## src/rtl/operand_fetch_if.sv

```systemverilog
// Decode->fetch and fetch->execute handshake bundle for the operand-fetch stage.
// The master side feeds instructions in and drains operands out.
// The slave side is the operand-fetch stage itself.
interface operand_fetch_if #(
    parameter int PAYLOAD_W = 64
);
    // Upstream (decode) channel
    logic                 in_valid;
    logic                 in_ready;
    logic [4:0]           in_rs1;
    logic [4:0]           in_rs2;
    logic [PAYLOAD_W-1:0] in_payload;

    // Downstream (execute) channel
    logic                 out_valid;
    logic                 out_ready;
    logic [31:0]          out_op1;
    logic [31:0]          out_op2;
    logic [PAYLOAD_W-1:0] out_payload;

    modport master (
        output in_valid,
        output in_rs1,
        output in_rs2,
        output in_payload,
        input  in_ready,
        input  out_valid,
        input  out_op1,
        input  out_op2,
        input  out_payload,
        output out_ready
    );

    modport slave (
        input  in_valid,
        input  in_rs1,
        input  in_rs2,
        input  in_payload,
        output in_ready,
        output out_valid,
        output out_op1,
        output out_op2,
        output out_payload,
        input  out_ready
    );
endinterface

```

## src/rtl/operand_fetch.sv

```systemverilog
// Operand-fetch stage: two-deep pipeline (R = read pending, O = output register).
// Drives register-file read addresses, captures the synchronous read data one
// cycle later and bypasses writeback data so the operands handed to execute
// are always architecturally current. One instruction per cycle throughput.
module operand_fetch #(
    parameter int PAYLOAD_W = 64
) (
    input  logic        clk,
    input  logic        reset_n,
    operand_fetch_if.slave bus,
    output logic [4:0]  rf_rs1,
    output logic [4:0]  rf_rs2,
    input  logic [31:0] rf_rdata1,
    input  logic [31:0] rf_rdata2,
    input  logic        wb_en,
    input  logic [4:0]  wb_addr,
    input  logic [31:0] wb_data
);
    localparam int NOPS = 2;

    // ------------------------------------------------------------------
    // Shared pipeline control
    // ------------------------------------------------------------------
    logic                 r_valid_q, r_valid_d;
    logic [PAYLOAD_W-1:0] r_payload_q, r_payload_d;
    logic                 out_valid_q, out_valid_d;
    logic [PAYLOAD_W-1:0] o_payload_q, o_payload_d;

    logic advance;   // R moves into O at the coming edge
    logic in_ready;  // R can take a new instruction at the coming edge
    logic accept;    // a new instruction is loaded into R
    logic r_hold;    // R keeps its instruction at the coming edge
    logic o_hold;    // O is presenting and execute is stalling it

    assign advance  = r_valid_q && (!out_valid_q || bus.out_ready);
    assign in_ready = !r_valid_q || advance;
    assign accept   = bus.in_valid && in_ready;
    assign r_hold   = r_valid_q && !advance;
    assign o_hold   = out_valid_q && !bus.out_ready;

    assign bus.in_ready = in_ready;

    // ------------------------------------------------------------------
    // Per-operand views so both operands share one datapath description
    // ------------------------------------------------------------------
    logic [4:0]  in_rs    [NOPS];
    logic [31:0] rf_rdata [NOPS];
    logic [4:0]  rf_addr  [NOPS];
    logic [31:0] o_op     [NOPS];

    assign in_rs[0]    = bus.in_rs1;
    assign in_rs[1]    = bus.in_rs2;
    assign rf_rdata[0] = rf_rdata1;
    assign rf_rdata[1] = rf_rdata2;

    genvar gi;
    for (gi = 0; gi < NOPS; gi++) begin : g_opnd
        logic [4:0]  r_rs_q,  r_rs_d;
        logic        r_hit_q, r_hit_d;
        logic [31:0] r_sav_q, r_sav_d;
        logic [4:0]  o_rs_q,  o_rs_d;
        logic [31:0] o_op_q,  o_op_d;

        logic        cap_hit;  // writeback lands on the address being read this edge
        logic        r_live;   // live writeback targets R's register
        logic        o_live;   // live writeback targets O's register
        logic [31:0] r_val;    // resolved R operand without the live override

        // When R can accept, read the incoming index; otherwise keep re-reading
        // R's own index so the read data stays fresh while stalled.
        assign rf_addr[gi] = in_ready ? in_rs[gi] : r_rs_q;

        // The register file returns the pre-write value when read and write
        // share an edge, so remember the written value alongside the read.
        assign cap_hit = wb_en && (wb_addr == rf_addr[gi]) && (rf_addr[gi] != 5'd0);
        assign r_live  = wb_en && (wb_addr == r_rs_q) && (r_rs_q != 5'd0);
        assign o_live  = wb_en && (wb_addr == o_rs_q) && (o_rs_q != 5'd0);

        // x0 reads zero; otherwise the saved bypass wins over the stale read data.
        assign r_val = (r_rs_q == 5'd0) ? 32'd0 :
                       r_hit_q          ? r_sav_q : rf_rdata[gi];

        // Next-state for this operand's R and O slices.
        always_comb begin
            r_rs_d  = r_rs_q;
            r_hit_d = r_hit_q;
            r_sav_d = r_sav_q;
            o_rs_d  = o_rs_q;
            o_op_d  = o_op_q;

            if (accept) begin
                r_rs_d = in_rs[gi];
            end
            if (accept || r_hold) begin
                r_hit_d = cap_hit;
                r_sav_d = wb_data;
            end

            if (advance) begin
                o_rs_d = r_rs_q;
                o_op_d = r_live ? wb_data : r_val;
            end else if (o_hold && o_live) begin
                o_op_d = wb_data;
            end
        end

        // Operand state registers.
        always_ff @(posedge clk or negedge reset_n) begin
            if (!reset_n) begin
                r_rs_q  <= 5'd0;
                r_hit_q <= 1'b0;
                r_sav_q <= 32'd0;
                o_rs_q  <= 5'd0;
                o_op_q  <= 32'd0;
            end else begin
                r_rs_q  <= r_rs_d;
                r_hit_q <= r_hit_d;
                r_sav_q <= r_sav_d;
                o_rs_q  <= o_rs_d;
                o_op_q  <= o_op_d;
            end
        end

        assign o_op[gi] = o_op_q;
    end

    assign rf_rs1 = rf_addr[0];
    assign rf_rs2 = rf_addr[1];

    // Next-state for the valid bits and the pass-through payload.
    always_comb begin
        r_valid_d   = r_valid_q;
        r_payload_d = r_payload_q;
        out_valid_d = out_valid_q;
        o_payload_d = o_payload_q;

        if (accept) begin
            r_valid_d   = 1'b1;
            r_payload_d = bus.in_payload;
        end else if (advance) begin
            r_valid_d   = 1'b0;
        end

        if (advance) begin
            out_valid_d = 1'b1;
            o_payload_d = r_payload_q;
        end else if (out_valid_q && bus.out_ready) begin
            out_valid_d = 1'b0;
        end
    end

    // Control and payload registers; reset drops anything in flight.
    always_ff @(posedge clk or negedge reset_n) begin
        if (!reset_n) begin
            r_valid_q   <= 1'b0;
            r_payload_q <= '0;
            out_valid_q <= 1'b0;
            o_payload_q <= '0;
        end else begin
            r_valid_q   <= r_valid_d;
            r_payload_q <= r_payload_d;
            out_valid_q <= out_valid_d;
            o_payload_q <= o_payload_d;
        end
    end

    assign bus.out_valid   = out_valid_q;
    assign bus.out_op1     = o_op[0];
    assign bus.out_op2     = o_op[1];
    assign bus.out_payload = o_payload_q;

endmodule

```

## src/flat_wrapper.sv

```systemverilog
// flat-port wrapper written by rule: the top's interface ports become plain ports
module operand_fetch_flat 
#(
    parameter int PAYLOAD_W = 64
)
  (clk, reset_n, rf_rs1, rf_rs2, rf_rdata1, rf_rdata2, wb_en, wb_addr, wb_data, bus_in_valid, bus_in_rs1, bus_in_rs2, bus_in_payload, bus_in_ready, bus_out_valid, bus_out_op1, bus_out_op2, bus_out_payload, bus_out_ready);
  operand_fetch_if #(.PAYLOAD_W(PAYLOAD_W)) bus_i ();
  input  logic clk;
  input  logic reset_n;
  output logic [4:0] rf_rs1;
  output logic [4:0] rf_rs2;
  input  logic [31:0] rf_rdata1;
  input  logic [31:0] rf_rdata2;
  input  logic wb_en;
  input  logic [4:0] wb_addr;
  input  logic [31:0] wb_data;
  input wire logic [$bits(bus_i.in_valid)-1:0] bus_in_valid;
  input wire logic [$bits(bus_i.in_rs1)-1:0] bus_in_rs1;
  input wire logic [$bits(bus_i.in_rs2)-1:0] bus_in_rs2;
  input wire logic [$bits(bus_i.in_payload)-1:0] bus_in_payload;
  output wire logic [$bits(bus_i.in_ready)-1:0] bus_in_ready;
  output wire logic [$bits(bus_i.out_valid)-1:0] bus_out_valid;
  output wire logic [$bits(bus_i.out_op1)-1:0] bus_out_op1;
  output wire logic [$bits(bus_i.out_op2)-1:0] bus_out_op2;
  output wire logic [$bits(bus_i.out_payload)-1:0] bus_out_payload;
  input wire logic [$bits(bus_i.out_ready)-1:0] bus_out_ready;
  assign bus_i.in_valid = bus_in_valid;
  assign bus_i.in_rs1 = bus_in_rs1;
  assign bus_i.in_rs2 = bus_in_rs2;
  assign bus_i.in_payload = bus_in_payload;
  assign bus_in_ready = bus_i.in_ready;
  assign bus_out_valid = bus_i.out_valid;
  assign bus_out_op1 = bus_i.out_op1;
  assign bus_out_op2 = bus_i.out_op2;
  assign bus_out_payload = bus_i.out_payload;
  assign bus_i.out_ready = bus_out_ready;
  operand_fetch #(.PAYLOAD_W(PAYLOAD_W)) u_core (.clk(clk), .reset_n(reset_n), .bus(bus_i), .rf_rs1(rf_rs1), .rf_rs2(rf_rs2), .rf_rdata1(rf_rdata1), .rf_rdata2(rf_rdata2), .wb_en(wb_en), .wb_addr(wb_addr), .wb_data(wb_data));
endmodule
```

## config.mk

```make
export PLATFORM = sky130hd
export DESIGN_NAME = operand_fetch_flat
export DESIGN_NICKNAME = d
export VERILOG_FILES = /design/src/rtl/operand_fetch_if.sv /design/src/rtl/operand_fetch.sv /design/src/flat_wrapper.sv
export SDC_FILE = /design/constraint.sdc
export NUM_CORES = 1
export LEC_CHECK = 0
export CAP_MARGIN = 30
export CORE_ASPECT_RATIO = 1.2
export CORE_MARGIN = 1
export CORE_UTILIZATION = 43
export CTS_BUF_LIST = sky130_fd_sc_hd__clkbuf_4 sky130_fd_sc_hd__clkbuf_8 sky130_fd_sc_hd__clkbuf_16
export CTS_CLUSTER_SIZE = 20
export DETAILED_ROUTE_END_ITERATION = 10
export GPL_ROUTABILITY_DRIVEN = 1
export MAX_ROUTING_LAYER = met4
export PLACE_DENSITY = 0.82
export SETUP_SLACK_MARGIN = 0.2
export SYNTH_ARGS = -nofsm -noshare
export SYNTH_HDL_FRONTEND = slang
export SYNTH_SLANG_ARGS = --single-unit
```

## constraint.sdc

```tcl
create_clock -name clk -period 2 [get_ports clk]
set_input_delay 0.4 -clock clk [delete_from_list [all_inputs] [get_ports clk]]
set_output_delay 0.4 -clock clk [all_outputs]
set_load 0.02 [all_outputs]
```

==> flow_summary_export.csv, run 1 <==
group,metric,value,unit
finish,drive_gt1_frac,0.3553,
clock_tree,clk_latency,520,ps
die,start_util,0.4401,
global_routing,grt_pass1_wl,54.86,mm
synth,ys_warn_count,0,
setup_path,cp_slowest_cell,"dfrtp_1",
place,dp_hpwl,22.01,mm
clock_tree,cts_root_buf,"clkbuf_16",
timing,fmax,0.4624,GHz
clock_tree,htree_levels,1,
place,place_ws,-547.5,ps
setup_path,r2r_cells,7,
clock_tree,clk_pin_slew_worst_paths,60,ps
power,vdd_drop_max,0.0007724,V
synth,syn_inst,981,
run_status,violations,"negative setup slack",
place,port_buffers,319,
global_routing,overflow,0,
drt,drc,0,
die,num_io_pins,320,
global_routing,grtUsageTotal,0.2801,
finish,multiInputGateArea,5149,um2
clock_tree,cts_sinks,248,
finish,fin_nets,1574,
timing,setup_violations,44,
timing,drv_slew,0,
setup_path,cpPeakStageDelay,380,ps
drt,routedWlPerCell,21.74,um
synth,synth_cell_type_count,33,
finish,fin_util,0.6963,
place,place_inst,1649,
die,core_area,24910,um2
power,power,16.43,mW
setup_path,path_max_fanout,6,
job,cap_viol_max_count,0,
drt,drt-vias-per-instance,5.424,
power,leakage,7.747,nW
power,cellPowerDensity,947.4,nW/um2
clock_tree,cts_tree,"built",
setup_path,crit_path_cell_trace,"nand3b_1, buf_6, buf_16, mux2_4, buf_6",
timing,timing.final.ws_setup,-162.8,ps
global_routing,grt_max_degree,58,
drt,drt_iter0_drc,416,
die,dieArea,26140,um2
setup_path,crit_required,1600,ps
setup_path,crit_type,"reg2out",
synth,ys_seq_area_frac,0.5661,
drt,wl,37.75,mm
synth,netlist_area,10960,um2
timing,min_period,2163,ps
die,die_w,147.8,um
synth,postSynthAreaPerCell,11.18,um2
timing,fin_worst_skew,17.62,ps
run_status,status,"complete, but fails checks",
finish,syn2layout_area_growth,58.19,%
setup_path,cp_data_arrival_time,1760,ps
synth,syn-num-nets,1161,
setup_path,end_kind,"output port",
finish,ff_latch_area,6210,um2
timing,rsz0062_at_grt,"true",
global_routing,antenna_found_initial,2,
clock_tree,clk_path_buf_depth,3,
drt,vias,9422,
setup_path,cp-start-kind,"flip-flop",
timing,min_period_over_period,1.081,
min_path,hold_class,"in2async",
drt,firstDrtPassIters,5,
timing,worstMarginPinSlew,425.5,ps
clock_tree,cts_buffers,26,
die,rows,63,
timing,relSlewSlack,0.7163,
finish,fill_cells,1723,
synth,ys_seq_elements,248,
timing,hold_viol,0,
die,die_y,176.9,um
timing,setup_tns,-3222,ps
global_routing,grt_pass1_vias,10190,
drt,postRouteAntennaNets,0,
setup_path,critical_path.most_common_cell,"buf_6",
place,globalplace.congestion,0.8443,
finish,finalNonFillerCells,1737,
## kinds of logic (layout without fill, tap and decap cells)
| group | after synthesis | in the layout | synth area share |
|---|---|---|---|
| other cells | 0 | 2 | 0 |
| buf+inv | 69 | 497 | 0.02830 |
| xor+xnor | 26 | 26 | 0.02077 |
| compound gates | 142 | 143 | 0.08731 |
| flops | 248 | 248 | 0.5661 |
| simple gates | 315 | 315 | 0.1118 |
| mux | 181 | 181 | 0.1857 |
## final cells by class
type / instances / area share
clock inverters: 8 / 0.005194
inverters: 3 / 0.0006493
clock buffers: 36 / 0.04466
well taps: 325 / 0.02345
diodes: 2 / 0.0002886
flip-flops and latches: 248 / 0.3581
repair buffers: 450 / 0.2708
multi-input cells: 665 / 0.2969
## power breakdown
group          switching [mW]  total [mW]  internal (mW)
combinational            2.70        5.08           2.38
sequential              0.556        6.48           5.92
clock                    1.94        4.88           2.94
## synth_stat cells
cell | instances | share of area
o21a_1 | 2 | 0.0014
o21ba_2 | 1 | 0.00091
buf_2 | 23 | 0.010
nor4_1 | 3 | 0.0017
nand4_1 | 2 | 0.0011
buf_1 | 7 | 0.0024
buf_6 | 3 | 0.0031
xnor2_1 | 17 | 0.014
clkinv_1 | 1 | 0.00034
nor2b_1 | 1 | 0.00057
o31ai_2 | 2 | 0.0023
or2_0 | 2 | 0.0011
and2_1 | 1 | 0.00057
a21oi_1 | 67 | 0.031
nor2_1 | 68 | 0.023
o211a_2 | 1 | 0.00091
mux2_2 | 179 | 0.18
o41ai_4 | 2 | 0.0050
clkbuf_1 | 33 | 0.011
inv_1 | 2 | 0.00069
dfrtp_1 | 248 | 0.57
xor2_1 | 9 | 0.0072
a32o_1 | 1 | 0.00091
nand3_1 | 2 | 0.00091
a22o_1 | 1 | 0.00080
nand2b_1 | 2 | 0.0011
or2_2 | 1 | 0.00057
or4_1 | 2 | 0.0014
mux2i_1 | 2 | 0.0018
nand2_1 | 230 | 0.079
a22oi_1 | 64 | 0.044
o211ai_1 | 1 | 0.00069
nand3b_1 | 1 | 0.00069
## registers in the layout, indices dropped and copies added (netlist names)
signal	count
u_core.bus.out_payload	64
u_core.g_opnd.r_hit_q	2
u_core.r_valid_q	1
u_core.bus.out_op2	32
u_core.bus.out_valid	1
u_core.r_payload_q	64
u_core.bus.out_op1	32
u_core.g_opnd.r_sav_q	32
u_core.g_opnd.o_rs_q	10
u_core.g_opnd.r_rs_q	10
## worst paths after layout
check                                           startpoint                         end  slack, ps
worst max-delay path                      u_core.r_valid_q                   rf_rs2[3]       -160
worst min-delay path                               reset_n       u_core.bus.out_op1[9]        390
worst max register to register  u_core.g_opnd[1].r_rs_q[0]      u_core.bus.out_op2[13]       -130
worst min register to register      u_core.r_payload_q[10]  u_core.bus.out_payload[10]        460
max in group asynchronous                          reset_n      u_core.r_payload_q[30]        950
min in group clk                    u_core.r_payload_q[10]  u_core.bus.out_payload[10]        460
## through the flow
step	hold WS (ps)	instance area, um2
after floorplan	104.4	11130
after CTS	384.0	16920
after global placement	338.9	15300
final	387.1	17340
after global routing	403.6	17340
after detailed placement	342.8	15300
## routing by layer
layer,track usage,part of all wire,vias up
met5,-,0,-
met4,0.1168,0.044,0
met3,0.06469,0.080,101
met2,0.4910,0.52,425
met1,0.3045,0.36,4715
li1,-,-,4181
## timing repair
item | in CTS | in global routing
buffers inserted | 14 | 10
hold buffers | 1 | 0
endpoints found under the setup margin | 207 | 111
pin swaps | 63 | 26
gates resized for setup | 318 | 44
gates cloned | 11 | 6
endpoints found under the hold margin | 43 | 0
## worst max-delay path, delay by kind of cell (launching register included)
family / cells / cell delay, ps
flip-flops: 1 / 380
multiplexers: 1 / 320
AND/OR/NAND/NOR: 1 / 130
buffers and inverters: 3 / 410
## placed cells by master, fill, tap and decap left out, drive strengths merged
| master | synthesis | final |
|---|---|---|
| nor2 | 68 | 68 |
| diode | 0 | 2 |
| or2 | 3 | 3 |
| clkdlybuf4s50 | 0 | 173 |
| nand3b | 1 | 1 |
| o21a | 2 | 2 |
| o31ai | 2 | 2 |
| or4 | 2 | 2 |
| nor2b | 1 | 1 |
| dlygate4sd3 | 0 | 1 |
| a32o | 1 | 1 |
| nand3 | 2 | 2 |
| o211a | 1 | 2 |
| o21ba | 1 | 1 |
| bufinv | 0 | 2 |
| a21oi | 67 | 67 |
| nand2 | 230 | 230 |
| dfrtp | 248 | 248 |
| mux2i | 2 | 2 |
| inv | 2 | 2 |
| nand4 | 2 | 2 |
| mux2 | 179 | 179 |
| and2 | 1 | 1 |
| nor4 | 3 | 3 |
| clkinv | 1 | 7 |
| dlygate4sd2 | 0 | 132 |
| a22o | 1 | 1 |
| nand2b | 2 | 2 |
| a22oi | 64 | 64 |
| clkbuf | 33 | 41 |
| buf | 33 | 137 |
| xnor2 | 17 | 17 |
| o41ai | 2 | 2 |
| dlymetal6s2s | 0 | 1 |
| xor2 | 9 | 9 |
| o211ai | 1 | 1 |
| clkdlybuf4s15 | 0 | 1 |
Note: power is estimated with default switching activity, not from simulation.
==> inputs of run 2 (changes only) <==
CAP_MARGIN = 0   (was 30)
PLACE_DENSITY = 0.77   (was 0.82)
==> run 2 against run 1 <==
Against the previous run:
- the run still ends with negative setup slack left
- critical path depth stayed put
- worst hold slack improved by 1.1 ps
- final area shrank 0.27%
- largest cell class unchanged
- highest routed layer unchanged
==> flow_summary_export.csv, run 2 (same netlist as run 1, synthesis figures left out) <==
group,metric,value,unit
power,p_seq_frac,0.392,
finish,syn2layout_area_growth,57.77,%
power,switching_share,0.3153,
timing,fmax,0.4645,GHz
global_routing,antenna_found_initial,0,
clock_tree,cts_buffers,26,
setup_path,crit_path_cell_trace,"nand3b_1, buf_6, buf_8, mux2_4, buf_6",
drt,routedWlPerCell,21.67,um
timing,rsz0062_at_grt,"true",
finish,layout_common_cells,"dfrtp_1, nand2_1, clkdlybuf4s50_1",
die,rows,63,
timing,min_period,2153,ps
drt,drt_iter0_drc,301,
drt,drt-vias-per-instance,5.422,
clock_tree,cts_tree,"built",
setup_path,path_max_fanout,5,
setup_path,r2r_cells,10,
setup_path,crit_path_start,"u_core.bus.out_valid",
global_routing,grt_pass1_vias,9993,
setup_path,reg2reg_to,"u_core.g_opnd[1].r_hit_q",
finish,ff_latch_area,6210,um2
clock_tree,cts_sinks,248,
place,place_ws,-601.2,ps
global_routing,grt_max_degree,61,
drt,postRouteAntennaNets,0,
timing,setup_violations,11,
die,core_area,24910,um2
power,cellPowerDensity,956.5,nW/um2
setup_path,cpPeakStageDelay,390,ps
setup_path,crit_path_end,"rf_rs2[2]",
setup_path,crit_required,1600,ps
die,num_io_pins,320,
die,start_util,0.4401,
setup_path,crit_type,"reg2out",
die,dieArea,26140,um2
setup_path,cp_data_arrival_time,1750,ps
place,globalplace.congestion,0.8434,
global_routing,overflow,0,
setup_path,end_kind,"output port",
timing,min_period_over_period,1.077,
setup_path,rrSetupSlack,-10,ps
finish,drive_gt1_frac,0.3521,
clock_tree,clk_path_buf_depth,3,
timing,hold_viol,0,
die,die_w,147.8,um
clock_tree,clk_pin_slew_worst_paths,60,ps
setup_path,cp-start-kind,"flip-flop",
setup_path,r2r-start,"u_core.bus.out_valid",
timing,worstMarginPinSlew,442.0,ps
place,place_inst,1643,
place,port_buffers,319,
drt,drc,0,
finish,fin_nets,1569,
clock_tree,cts_root_buf,"clkbuf_16",
setup_path,cp_slowest_cell,"dfrtp_1",
timing,timing.final.ws_setup,-153.0,ps
clock_tree,clk_latency,530,ps
min_path,hold_class,"in2async",
drt,wl,37.51,mm
finish,fill_cells,1796,
power,vdd_drop_max,0.0008409,V
global_routing,grtUsageTotal,0.2852,
power,combinationalPowerShare,0.304,
die,die_y,176.9,um
drt,vias,9386,
timing,drv_slew,0,
timing,hold-worst-slack,388.2,ps
power,leakage,7.704,nW
finish,final_common_cell,"dfrtp_1",
job,cap_viol_max_count,0,
run_status,violations,"negative setup slack",
global_routing,grt_pass1_wl,55.32,mm
power,pwr-share-clk,0.304,
power,intPower,11.33,mW
setup_path,critical_path.most_common_cell,"buf_6",
drt,firstDrtPassIters,5,
timing,relSlewSlack,0.7053,
finish,antenna_cells,0,
clock_tree,htree_levels,1,
place,dp_hpwl,21.92,mm
run_status,status,"complete, but fails checks",
finish,multiInputGateArea,5154,um2
timing,fin_worst_skew,9.879,ps
finish,finalNonFillerCells,1731,
power,p_sw,5.216,mW
==> run 2: layout make-up <==
class                      instances  area share
multi-input combinational        667      0.2980
sequential                       248      0.3590
tap                              325     0.02351
inverter                           3   0.0006510
clock inverter                     4    0.004268
timing repair buffer             443      0.2673
clock buffer                      41     0.04731
==> run 2: worst min-delay path by stage <==
stage	startpoint	endpoint	slack, ps	cells past startpoint
after floorplan	reset_n	u_core.bus.out_op1[0]	100	0
after CTS	reset_n	u_core.bus.out_payload[10]	390	2
after detailed placement	reset_n	u_core.r_payload_q[25]	360	1
after global routing	reset_n	u_core.bus.out_payload[31]	410	2
final	reset_n	u_core.bus.out_payload[20]	390	2
after global placement	reset_n	u_core.bus.out_payload[10]	360	1
==> run 2: worst max-delay path: cells and delay by family, from the launching register on <==
family        cells  cell delay [ps]
simple gates      1              110
buf+inv           3              400
mux               1              320
flops             1              390
==> run 2: layer usage <==
layer  global-route usage  wire length [um]  vias up
met2               0.4978             19350      419
met5                    -                 0        -
met3              0.07088              2961      100
li1                     -                 -     4192
met1               0.3181             13780     4675
met4              0.09450              1423        0
==> run 2: what timing repair did <==
| action | 4_1_cts | 5_1_grt |
|---|---|---|
| resized for setup | 308 | 50 |
| gates cloned | 14 | 5 |
| pin swaps | 102 | 29 |
| setup endpoints to repair | 206 | 78 |
| endpoints found under the hold margin | 46 | 0 |
| hold buffers | 1 | 0 |
| buffers inserted | 14 | 9 |
==> run 2: through the flow <==
stage	total power, mW	utilization	TNS [ps]	cell area (um2)
2_1_floorplan	8.753	-	0	11130
3_3_place_gp	11.09	0.6133	-41090	15280
3_5_place_dp	11.22	0.6133	-41420	15280
4_1_cts	16.38	0.6791	-1528	16920
5_1_grt	17.25	0.6944	-2172	17300
6_report	16.54	0.6944	-1405	17300
==> run 2: power groups by stage <==
stage / combinational, mW / sequential [mW] / clock (mW)
after floorplan: 1.61 / 7.15 / 0
after global placement: 4.59 / 6.51 / 0
after detailed placement: 4.68 / 6.55 / 0
after CTS: 4.80 / 6.46 / 5.12
after global routing: 5.35 / 6.58 / 5.32
final: 5.03 / 6.49 / 5.03
==> inputs of run 3 (changes only) <==
CELL_PAD_IN_SITES_DETAIL_PLACEMENT = 0   (was default)
CELL_PAD_IN_SITES_GLOBAL_PLACEMENT = 1   (was default)
CORE_UTILIZATION = 37   (was 43)
PLACE_DENSITY = 0.84   (was 0.77)
==> run 3 against run 2 <==
Against the previous run:
- the run still ends with negative setup slack left
- clock-buffer cell count shrank 4
- largest power group unchanged
- via count is 1.8% lower
- register-to-register slack worse by 30 ps
- largest cell class unchanged
- sequential share of layout area shrank 0.25 points
- core utilization is 9.2 points lower
==> flow_summary_export.csv, run 3 (same netlist as run 1, synthesis figures left out) <==
group,metric,value,unit
global_routing,grt_pass1_vias,9874,
drt,drc,0,
finish,layout_common_cells,"dfrtp_1, nand2_1, clkdlybuf4s50_1",
power,vdd_drop_max,0.0007748,V
finish,antenna_cells,0,
drt,wl,37.32,mm
place,dp_hpwl,22.04,mm
timing,min_period_over_period,1.083,
clock_tree,clk_path_buf_depth,3,
finish,drive_gt1_frac,0.3457,
setup_path,cp_data_arrival_time,1770,ps
finish,fill_cells,2432,
place,port_buffers,319,
die,die_w,159.1,um
power,cellPowerDensity,957.6,nW/um2
die,rows,68,
timing,hold_viol,0,
setup_path,end_kind,"output port",
drt,drt-vias-per-instance,5.163,
timing,fmax,0.4615,GHz
global_routing,grtUsageTotal,0.2458,
run_status,status,"complete, but fails checks",
setup_path,crit_path_cell_trace,"nand3b_1, buf_4, buf_12, mux2_4, buf_6",
timing,fin_worst_skew,10.81,ps
timing,min_period,2167,ps
clock_tree,htree_levels,1,
timing,relSlewSlack,0.6925,
place,place_area,15280,um2
setup_path,path_max_fanout,6,
drt,vias,9216,
timing,worstMarginPinSlew,461.3,ps
place,place_ws,-537.6,ps
setup_path,cp_slowest_cell,"dfrtp_1",
clock_tree,cts_sinks,248,
drt,postRouteAntennaNets,0,
timing,drv_slew,0,
min_path,hold_class,"in2async",
global_routing,grt_max_degree,70,
clock_tree,clk_latency,530,ps
global_routing,antenna_found_initial,0,
global_routing,grt_pass1_wl,56.16,mm
finish,finalInstanceArea,17420,um2
run_status,violations,"negative setup slack",
job,cap_viol_max_count,0,
finish,syn2layout_area_growth,58.86,%
die,num_io_pins,320,
setup_path,crit_required,1600,ps
clock_tree,clk_pin_slew_worst_paths,60,ps
die,start_util,0.3790,
place,globalplace.congestion,0.8029,
timing,setup_violations,11,
setup_path,cpPeakStageDelay,380,ps
die,die_y,190.6,um
clock_tree,cts_root_buf,"clkbuf_16",
die,core_area,28930,um2
timing,timing.final.ws_setup,-166.9,ps
finish,final_common_cell,"dfrtp_1",
drt,drt_iter0_drc,476,
timing,rsz0062_at_grt,"true",
global_routing,overflow,0,
drt,firstDrtPassIters,5,
setup_path,cp-start-kind,"flip-flop",
clock_tree,cts_buffers,26,
setup_path,crit_type,"reg2out",
power,leakage,7.718,nW
clock_tree,cts_tree,"built",
finish,fin_nets,1562,
die,dieArea,30320,um2
drt,routedWlPerCell,20.91,um
## run 3: final timing paths
path,from,end,slack (ps),cells after the start
worst max register to register,u_core.r_valid_q,u_core.g_opnd[1].r_hit_q,-40,10
worst max-delay path,u_core.r_valid_q,rf_rs2[2],-170,5
worst min register to register,u_core.r_payload_q[40],u_core.bus.out_payload[40],460,2
worst min-delay path,reset_n,u_core.r_payload_q[25],410,2
min in group clk,u_core.r_payload_q[40],u_core.bus.out_payload[40],460,2
max in group asynchronous,reset_n,u_core.g_opnd[0].r_rs_q[4],890,3
## run 3: per-layer routing
metal / share of wire / track usage
met5: 0 / -
met3: 0.075 / 0.05655
met1: 0.39 / 0.2848
met2: 0.51 / 0.4303
met4: 0.023 / 0.06102
## run 3: cell type report
| type | count | area [um2] | share of cell area |
|---|---|---|---|
| clock inverters | 9 | 148.9 | 0.008549 |
| clock buffers | 37 | 782.0 | 0.04490 |
| well taps | 385 | 481.7 | 0.02766 |
| repair buffers | 436 | 4653 | 0.2672 |
| inverters | 3 | 11.26 | 0.0006466 |
| multi-input cells | 667 | 5129 | 0.2945 |
| flip-flops and latches | 248 | 6210 | 0.3566 |
## run 3: metrics by stage
| step | cells | hold slack (ps) | setup TNS [ps] | total power [mW] | utilization |
|---|---|---|---|---|---|
| 4_1_cts | 1772 | 399.2 | -1664 | 16.61 | 0.5897 |
| 6_report | 1785 | 411.2 | -1537 | 16.68 | 0.6020 |
| 5_1_grt | 1785 | 436.2 | -4639 | 17.46 | 0.6020 |
| 3_3_place_gp | 1693 | 364.2 | -38650 | 11.12 | 0.5281 |
| 2_1_floorplan | 981 | 104.4 | 0 | 8.753 | - |
| 3_5_place_dp | 1693 | 370.1 | -43890 | 11.20 | 0.5281 |
## run 3: repair_timing
item | CTS | global route
pin swaps | 112 | 16
endpoints found under the setup margin | 237 | 156
hold endpoints to repair | 43 | 0
buffers inserted | 18 | 7
resized for setup | 312 | 47
cloned | 14 | 6
hold buffers | 1 | 0
## run 3: report_power, final
| part | leakage [nW] | internal (mW) | switching (mW) |
|---|---|---|---|
| Clock | 0.468 | 3.23 | 2.00 |
| Combinational | 4.34 | 2.36 | 2.63 |
| Sequential | 2.91 | 5.92 | 0.531 |
| Total | 7.72 | 11.5 | 5.16 |
## run 3: critical path, delay by kind of cell (launching register included)
family / cells / cell delay [ps]
simple gates: 1 / 130
flops: 1 / 380
buf+inv: 3 / 410
mux: 1 / 330
